[config.mk]
export PLATFORM = sky130hd
export DESIGN_NAME = full_adder_unit
export DESIGN_NICKNAME = d
export VERILOG_FILES = /design/src/rtl/full_adder_pkg.sv /design/src/rtl/full_adder_bit.sv /design/src/rtl/full_adder_unit.sv
export SDC_FILE = /design/constraint.sdc
export NUM_CORES = 1
export LEC_CHECK = 0
export ABC_CLOCK_PERIOD_IN_PS = 800
export CORE_AREA = 5 5 42 44
export CTS_CLUSTER_SIZE = 16
export DETAILED_ROUTE_END_ITERATION = 10
export DIE_AREA = 0 0 47 49
export PLACE_DENSITY_LB_ADDON = 0.12
export SYNTH_ARGS = -nofsm -noshare
export SYNTH_HDL_FRONTEND = slang
export SYNTH_SLANG_ARGS = --single-unit
export TNS_END_PERCENT = 20
[constraint.sdc]
create_clock -name clk -period 0.8 [get_ports clk]
set_input_delay 0.12 -clock clk [delete_from_list [all_inputs] [get_ports clk]]
set_output_delay 0.12 -clock clk [all_outputs]
set_load 0.01 [all_outputs]
[src/rtl/full_adder_pkg.sv]
// full_adder_pkg: shared constants and types for the registered ripple adder.
//   FA_MAX_WIDTH : widest legal operand width
//   fa_result_t  : {carry, sum} result record, sized for the widest adder
//   fa_width_ok  : elaboration-time legality check for a WIDTH value
package full_adder_pkg;

  localparam int FA_MAX_WIDTH = 64;

  typedef struct packed {
    logic                    carry;
    logic [FA_MAX_WIDTH-1:0] sum;
  } fa_result_t;

  function automatic bit fa_width_ok(input int w);
    return (w >= 1) && (w <= FA_MAX_WIDTH);
  endfunction

endpackage

[src/rtl/full_adder_bit.sv]
// full_adder_bit: purely combinational one-bit full-adder cell.
//   a_i, b_i  : operand bits
//   cin_i     : carry in
//   s_o       : sum bit
//   cout_o    : carry out (majority of the three inputs)
module full_adder_bit (
  input  logic a_i,
  input  logic b_i,
  input  logic cin_i,
  output logic s_o,
  output logic cout_o
);

  assign s_o    = a_i ^ b_i ^ cin_i;
  assign cout_o = (a_i & b_i) | (a_i & cin_i) | (b_i & cin_i);

endmodule

[src/rtl/full_adder_unit.sv]
// full_adder_unit: registered WIDTH-bit adder built from a ripple chain of
// full_adder_bit cells. Result appears one clock after the operands are
// sampled; one operand set accepted every cycle, no backpressure.
//   clk, rst           : clock, asynchronous active-high reset
//   in_valid           : operands valid this cycle (loads the result register)
//   input_a, input_b   : unsigned operands
//   carry_in           : carry into bit 0
//   out_valid          : in_valid delayed one cycle
//   sum, carry_out     : registered {carry_out, sum} = a + b + carry_in
//   overflow           : registered two's-complement overflow, only present
//                        when FULL_ADDER_OVERFLOW_EN is defined
module full_adder_unit
  import full_adder_pkg::*;
#(
  parameter int WIDTH = 1
) (
  input  logic             clk,
  input  logic             rst,
  input  logic             in_valid,
  input  logic [WIDTH-1:0] input_a,
  input  logic [WIDTH-1:0] input_b,
  input  logic             carry_in,
  output logic             out_valid,
  output logic [WIDTH-1:0] sum,
  output logic             carry_out
`ifdef FULL_ADDER_OVERFLOW_EN
  ,
  output logic             overflow
`endif
);

  if (!fa_width_ok(WIDTH)) begin : g_bad_width
    $error("full_adder_unit: WIDTH out of range");
  end

  // c[i] is the carry into bit i; c[WIDTH] is the carry out of the chain.
  logic [WIDTH:0]   c;
  logic [WIDTH-1:0] sum_d;

  assign c[0] = carry_in;

  for (genvar i = 0; i < WIDTH; i++) begin : g_bit
    full_adder_bit u_bit (
      .a_i   (input_a[i]),
      .b_i   (input_b[i]),
      .cin_i (c[i]),
      .s_o   (sum_d[i]),
      .cout_o(c[i+1])
    );
  end

  logic             vld_q;
  logic [WIDTH-1:0] sum_q;
  logic             carry_q;

  // Data registers only load on valid so the last result stays visible
  // while the stream idles; the valid flag itself follows in_valid.
  always_ff @(posedge clk or posedge rst) begin
    if (rst) begin
      vld_q   <= 1'b0;
      sum_q   <= '0;
      carry_q <= 1'b0;
    end else begin
      vld_q <= in_valid;
      if (in_valid) begin
        sum_q   <= sum_d;
        carry_q <= c[WIDTH];
      end
    end
  end

  assign out_valid = vld_q;
  assign sum       = sum_q;
  assign carry_out = carry_q;

`ifdef FULL_ADDER_OVERFLOW_EN
  // Signed overflow: carry into the sign bit differs from carry out of it.
  // With WIDTH = 1 the carry into the sign bit is carry_in itself.
  logic ovf_d;
  logic ovf_q;

  assign ovf_d = c[WIDTH] ^ c[WIDTH-1];

  always_ff @(posedge clk or posedge rst) begin
    if (rst)           ovf_q <= 1'b0;
    else if (in_valid) ovf_q <= ovf_d;
  end

  assign overflow = ovf_q;
`endif

endmodule

# Word-level counts from Yosys, hierarchy flattened
# Index checks and enable logic that the tools add are counted.
dict set report classes {
  muxes 0
  eq_ne 0
  add_sub_neg 0
  n_mul 0
  reduce_logical 0
  n_lt_le_gt_ge 0
  div 0
  bitwise_logic 7
  shifts 0
}
# cell n
set ops {}
lappend ops {{$and 1x1->1} 3}
lappend ops {{$or 1x1->1} 2}
lappend ops {{$xor 1x1->1} 2}
dict set report word_totals {
  mem_bits_ro 0
  inputBits 6
  n_memories 0
  reg_bits 3
  latch_bits 0
  out_inout_bits 3
  elab_cells 10
  ramBits 0
}

# Longest topological paths before layout
# Gate-level depths: netlist (run 1).
dict set report logic_depth {
  ltp_word 3
  mapped_depth 2
  depth_no_buf 2
}

# By module
# From an unflattened synthesis (run 1), not the netlist that was laid out.
dict set report unflattened {
  hier_cells 7
  hier_area_um2 121.4
}
# module seq_area_each_um2 n_inst area_per_inst_um2 cells_per_inst
set by_module_without_submodules {}
lappend by_module_without_submodules {full_adder_unit 75.1 1 101.3 6}
lappend by_module_without_submodules {full_adder_bit 0.0 1 20.0 1}

# Least setup slack after synthesis (run 1)
# Ideal clock, no wire load.
dict set report synth_timing {
  path_type {input to register}
  from {in input_a}
  to {reg sum_q, in the netlist sum}
  path_stages 2
  arrival_ns 0.821
  t_required_ns 0.675
  n_path_buf 0
  slack_ns -0.146
  setup_time_ns 0.125
  cell_sequence {fa_1 > mux2_2}
}
dict set report synth_via {
  elab_chain_len 2
}
# item line
set synth_rtl {}
lappend synth_rtl {{from (decl)} full_adder_unit.sv:20} ;# input logic [WIDTH-1:0] input_a,
lappend synth_rtl {{$xor 1x1->1 (2 in a row)} full_adder_bit.sv:14} ;# assign s_o = a_i ^ b_i ^ cin_i;
lappend synth_rtl {{to (signal assigned)} full_adder_unit.sv:66} ;# sum_q <= sum_d;
lappend synth_rtl {{to (decl)} full_adder_unit.sv:53} ;# logic [WIDTH-1:0] sum_q;
# No other way between the ends.
# A chain may end at the register's enable or synchronous reset.

# Final worst setup path (run 1)
dict set report layout_timing {
  from {reg sum_q, in the netlist sum}
  to {out sum}
}
# item line
set layout_lines {}
lappend layout_lines {{to (decl)} full_adder_unit.sv:24} ;# output logic [WIDTH-1:0] sum,
# No word-level cell between the ends.

==> key figures, run 1 <==
Run status
  • Status: finished with violations
  • Failing checks: setup timing

Critical path
  • Reg2Reg Setup Slack: ~0.04 ns
  • Worst Path Arrival: about 0.74 ns
  • CP Launch Type: register
  • CP endpoint kind: output port
  • R2r startpoint: carry_out
  • CP max-delay cell: dfrtp_1
  • Worst-case reg-to-reg path depth: 1
  • Crit path max fanout: 2
  • Crit Path Category: reg -> out
  • Worst path max stage delay: 0.37 ns
  • CP bufs+invs: 1
  • Critical path cell sequence: buf_2
  • WP data required: slightly below 0.7 ns
  • RR Endpoint: carry_out
  • CP top delay family: flip-flops

Floorplanning
  • Placement Rows: 14
  • DIE AREA: roughly 2300 um2
  • Die H: between 40 and 50 um
  • Initial Utilization: 0.0866
  • CORE AREA: 1400 um2
  • Die width: approximately 47 um
  • IO Count: 9

Logic synthesis
  • Most frequent cell after synthesis: dfrtp_1
  • Post-Syn Area: 121 um2
  • Largest cells by area after synthesis: dfrtp_1, mux2_2, fa_1
  • Fraction of registers with async set/reset: 1.00
  • Mean Syn Cell Area: 17.3 um2
  • Yosys warning count: 0
  • Synth Instances: 7
  • Synth Register Bits: 3
  • Largest area contributor in the netlist: dfrtp_1
  • Top-area cell type share of the netlist area: 0.619
  • Count of different cell masters after synthesis: 4
  • Ys flop type: dfrtp_1
  • Top cells by count, synth: dfrtp_1, mux2_2, fa_1, inv_1
  • Post-synthesis sequential area ratio: 0.619
  • Post-Syn Nets: 14
  • Number of synthesized flops with an enable pin: 0

Detailed routing
  • WL final: 304 um
  • DR vias: 98
  • Antenna Nets Post-Route: 0
  • DRT Pass-1 Iters: 2
  • Drt wl/cell: roughly 8.7 um
  • Detailed Route Iter0 Violations: 2
  • Residual DRC count: 0
  • Vias per Instance: roughly 2.8

Place
  • Number of buffers added on ports: 8
  • DP Cell Count: 31
  • Routability cong.: ~0.54

STA
  • Worst-margin pin slew: 0.135 ns
  • Fin Clk Skew: 0 ns
  • Final Cycle Share: 1.07
  • Headroom to the max-slew limit: 0.910
  • Final Hold Fails: 0
  • Final setup margin: -0.0579 ns
  • Fin crit period: about 0.86 ns
  • RSZ-0062 raised after global routing: yes
  • Final setup viols: 4
  • Max Clock Freq: between 1 and 1.5 GHz
  • Fin. max-slew vios: 0

Final layout
  • Ant. Diodes: 0
  • Fin cells: 35
  • Fillers: between 150 and 200
  • # nets final: 27
  • Final Util: 0.166
  • Footprint of the multi-input gates: around 46 um2
  • Area grow syn2layout: 91.8%
  • Share of cells above drive strength 1: 0.579
  • Total area of sequential cells: 75.1 um2

CTS
  • Clock Latency Late Sink: 0.23 ns
  • CTS max path bufs: 2
  • Inserted Clock Buffers: 3
  • Root Buffer: clkbuf_4
  • H-Tree Depth: 1
  • Worst-path clk slew: around 0.040 ns
  • Post-CTS Repair Setup Buffers: 0
  • CTS tree: built
  • Sink Count: 3
  • Hold_buf cts: 0

Pwr
  • Switching power: 125 uW
  • Leak Pwr: 0.000112 uW
  • Switch share: 0.231
  • Clock power frac: 0.496
  • P_int: between 400 and 500 uW
  • Power per cell area: between 2000 and 2500 nW/um2
  • Combinational share of power: 0.169
  • Flop pwr share: 0.335
  • Peak VDD IR: about 500 uV

Global route
  • Vias in the first global route: approximately 110
  • Tot GR Track Use: 0.0416
  • First-pass GRT wire length: between 500 and 600 um
  • Pin count of the biggest net entering global routing: 4
  • Congestion Overflow GR: 0
  • Antenna violations before repair: 0

Min path
  • Tightest Hold Check Type: in -> async

Flow run
  • Max Cap Violations: 0
==> worst max path at each step <==
stage,startpoint,endpoint,depth (start not counted)
6_report,sum,sum,1
5_1_grt,carry_out,carry_out,1
4_1_cts,sum,sum,1
3_5_place_dp,input_a,sum,3
3_3_place_gp,input_a,sum,3
2_1_floorplan,input_a,sum,2
==> power groups by stage <==
stage / Clock (uW) / Combinational (uW) / Sequential, uW
floorplan: 0 / 22.5 / 191
global placement: 0 / 106 / 182
detailed placement: 0 / 104 / 182
CTS: 288 / 86.5 / 180
global route: 311 / 101 / 184
finish: 268 / 91.7 / 181
==> area by class of cell <==
cell class	instances	share of cell area
flip-flops and latches	3	0.323
clock buffers	4	0.113
repair buffers	8	0.263
multi-input cells	3	0.199
inverters	1	0.0161
well taps	16	0.0860
==> cell usage in the layout, fill, tap and decap left out <==
master | netlist | final
buf_2 | 0 | 4
dfrtp_1 | 3 | 3
clkbuf_4 | 0 | 3
buf_6 | 0 | 2
mux2_4 | 0 | 1
inv_1 | 1 | 1
mux2_2 | 2 | 1
fa_1 | 1 | 1
clkbuf_1 | 0 | 1
dlygate4sd2_1 | 0 | 1
clkdlybuf4s50_1 | 0 | 1
==> cells by family (layout without fill, tap and decap cells) <==
logic type | after synthesis | in the layout | share of synthesized area
adders and majority gates | 1 | 1 | 0.165
buffers and inverters | 1 | 13 | 0.0309
DFF | 3 | 3 | 0.619
muxes | 2 | 2 | 0.186
==> per-layer routing <==
metal	wire [um]	global-route usage
met1	128	0.0398
met2	111	0.0407
met5	0	0
met3	64	0.0627
met4	0	0.0276
==> flip-flops by register name (all words and copies together), names as in the netlist <==
register / cells
sum: 1
carry_out: 1
out_valid: 1
==> repair_timing <==
action / 4_1_cts / 5_1_grt
endpoints found under the setup margin: 5 / 4
resized for setup: 26 / 1
pin swaps: 1 / 0
endpoints found under the hold margin: 0 / 0
==> through the flow <==
step	TNS [ns]	area [um2]	power, uW	hold WS [ns]	setup slack, ns
after floorplan	-0.233	121	214	-0.126	-0.146
after global placement	-1.69	221	288	0.307	-0.617
after detailed placement	-1.68	221	286	0.304	-0.606
after CTS	-0.207	226	555	0.0480	-0.0790
after global routing	-0.288	233	596	0.0482	-0.101
final	-0.161	233	541	0.0561	-0.0579
Note: power is estimated with default switching activity, not from simulation.
==> run 2: changes to the inputs <==
CORE_AREA = 2 2 39 41   (was 5 5 42 44)
DIE_AREA = 0 0 41 43   (was 0 0 47 49)
GPL_TIMING_DRIVEN = 0   (was default)
==> key figures, run 2 (synthesis gave the netlist of run 1 again) <==
Critical path
  • Worst Path Arrival: between 0.7 and 0.8 ns
  • CP Launch Type: register
  • Crit Path Category: reg -> out
  • WP data required: between 0.6 and 0.7 ns
  • Reg2Reg Setup Slack: 0.05 ns
  • Crit path max fanout: 2
  • Setup crit end: carry_out
  • Worst-case reg-to-reg path depth: 1
  • CP endpoint kind: output port
  • CP max-delay cell: dfrtp_1
  • Critical path cell sequence: buf_2
  • Worst path max stage delay: approximately 0.37 ns
  • R2r startpoint: carry_out
  • CP top delay family: flip-flops
  • RR Endpoint: carry_out
  • CP bufs+invs: 1
  • Worst setup path start: carry_out
  • Worst path depth: 1

Final layout
  • Ant. Diodes: 0
  • # nets final: 27
  • Fin cells: 35
  • Most common library cell in the layout ignoring fill and taps: buf_2
  • Footprint of the multi-input gates: around 46 um2
  • Total area of sequential cells: between 70 and 80 um2
  • Fillers: about 160
  • Most frequent cells in the layout: buf_2, dfrtp_1, clkbuf_4
  • Share of cells above drive strength 1: 0.579
  • Area grow syn2layout: 86.6%

Global route
  • Tot GR Track Use: 0.0565
  • Congestion Overflow GR: 0
  • Vias in the first global route: about 110
  • First-pass GRT wire length: between 500 and 600 um
  • Pin count of the biggest net entering global routing: 4
  • Antenna violations before repair: 0

Detailed routing
  • DR vias: 98
  • Detailed Route Iter0 Violations: 15
  • DRT Pass-1 Iters: 4
  • WL final: about 300 um
  • Drt wl/cell: between 8 and 9 um
  • Vias per Instance: around 2.8
  • Residual DRC count: 0
  • Antenna Nets Post-Route: 0

STA
  • Worst-margin pin slew: 0.152 ns
  • RSZ-0062 raised after global routing: yes
  • Final Cycle Share: 1.07
  • Max Clock Freq: roughly 1.2 GHz
  • Final Hold Fails: 0
  • WHS: roughly 0.053 ns
  • Final setup viols: 4
  • Fin Clk Skew: 0 ns
  • Headroom to the max-slew limit: 0.898
  • Fin crit period: 0.860 ns
  • Final setup margin: -0.0600 ns
  • Fin. max-slew vios: 0

Floorplanning
  • DIE AREA: approximately 1800 um2
  • CORE AREA: approximately 1400 um2
  • IO Count: 9
  • Placement Rows: 14
  • Die width: ~41 um
  • Die H: 43 um
  • Initial Utilization: 0.0877

CTS
  • H-Tree Depth: 1
  • Inserted Clock Buffers: 3
  • Worst-path clk slew: 0.04 ns
  • CTS tree: built
  • Sink Count: 3
  • CTS max path bufs: 2
  • Hold_buf cts: 0
  • Root Buffer: clkbuf_4
  • Clock Latency Late Sink: approximately 0.23 ns

Pwr
  • Total Power: ~530 uW
  • Peak VDD IR: ~720 uV
  • Leak Pwr: between 0.0001 and 0.00015 uW
  • Power per cell area: 2360 nW/um2

Place
  • DP Cell Count: 31
  • DP Worst Slack: -0.628 ns
  • Routability cong.: roughly 0.55
  • Number of buffers added on ports: 8

Min path
  • Tightest Hold Check Type: in -> async

Run status
  • Status: finished with violations
  • Failing checks: setup timing

Flow run
  • Max Cap Violations: 0
[run 2: per-stage QoR]
stage | setup TNS [ns] | util | cell area [um2]
2_1_floorplan | -0.233 | - | 121
3_3_place_gp | -1.70 | 0.160 | 221
3_5_place_dp | -1.70 | 0.160 | 221
4_1_cts | -0.230 | 0.164 | 226
5_1_grt | -0.315 | 0.164 | 226
6_report | -0.183 | 0.164 | 226
[run 2: cell type report]
cell class / instances / area share
Sequential cell: 3 / 0.331
Timing Repair Buffer: 8 / 0.243
Multi-Input combinational cell: 3 / 0.204
Clock buffer: 4 / 0.116
Tap cell: 16 / 0.0884
Inverter: 1 / 0.0166
[run 2: worst min path at each step]
stage                           end  slack [ns]
after floorplan           carry_out       -0.13
after global placement    out_valid        0.31
after detailed placement  out_valid        0.31
after CTS                 out_valid        0.05
after global routing            sum        0.06
final                           sum        0.05
[run 2: layer usage]
metal,track usage,vias up,share of wire
li1,-,46,-
met1,0.0490,47,0.45
met2,0.0531,5,0.42
met3,0.0785,0,0.12
met4,0.0600,0,0
met5,0,-,0
[run 2: what timing repair did]
action,4_1_cts,5_1_grt
pin swaps,1,0
gates resized for setup,27,0
endpoints found under the setup margin,5,4
buffers inserted,0,0
cloned,0,0
[run 2: where the power goes]
group	switching, uW	internal, uW
Sequential	8.48	172
Combinational	35.3	51.1
Clock	80.3	187
Total	124	410
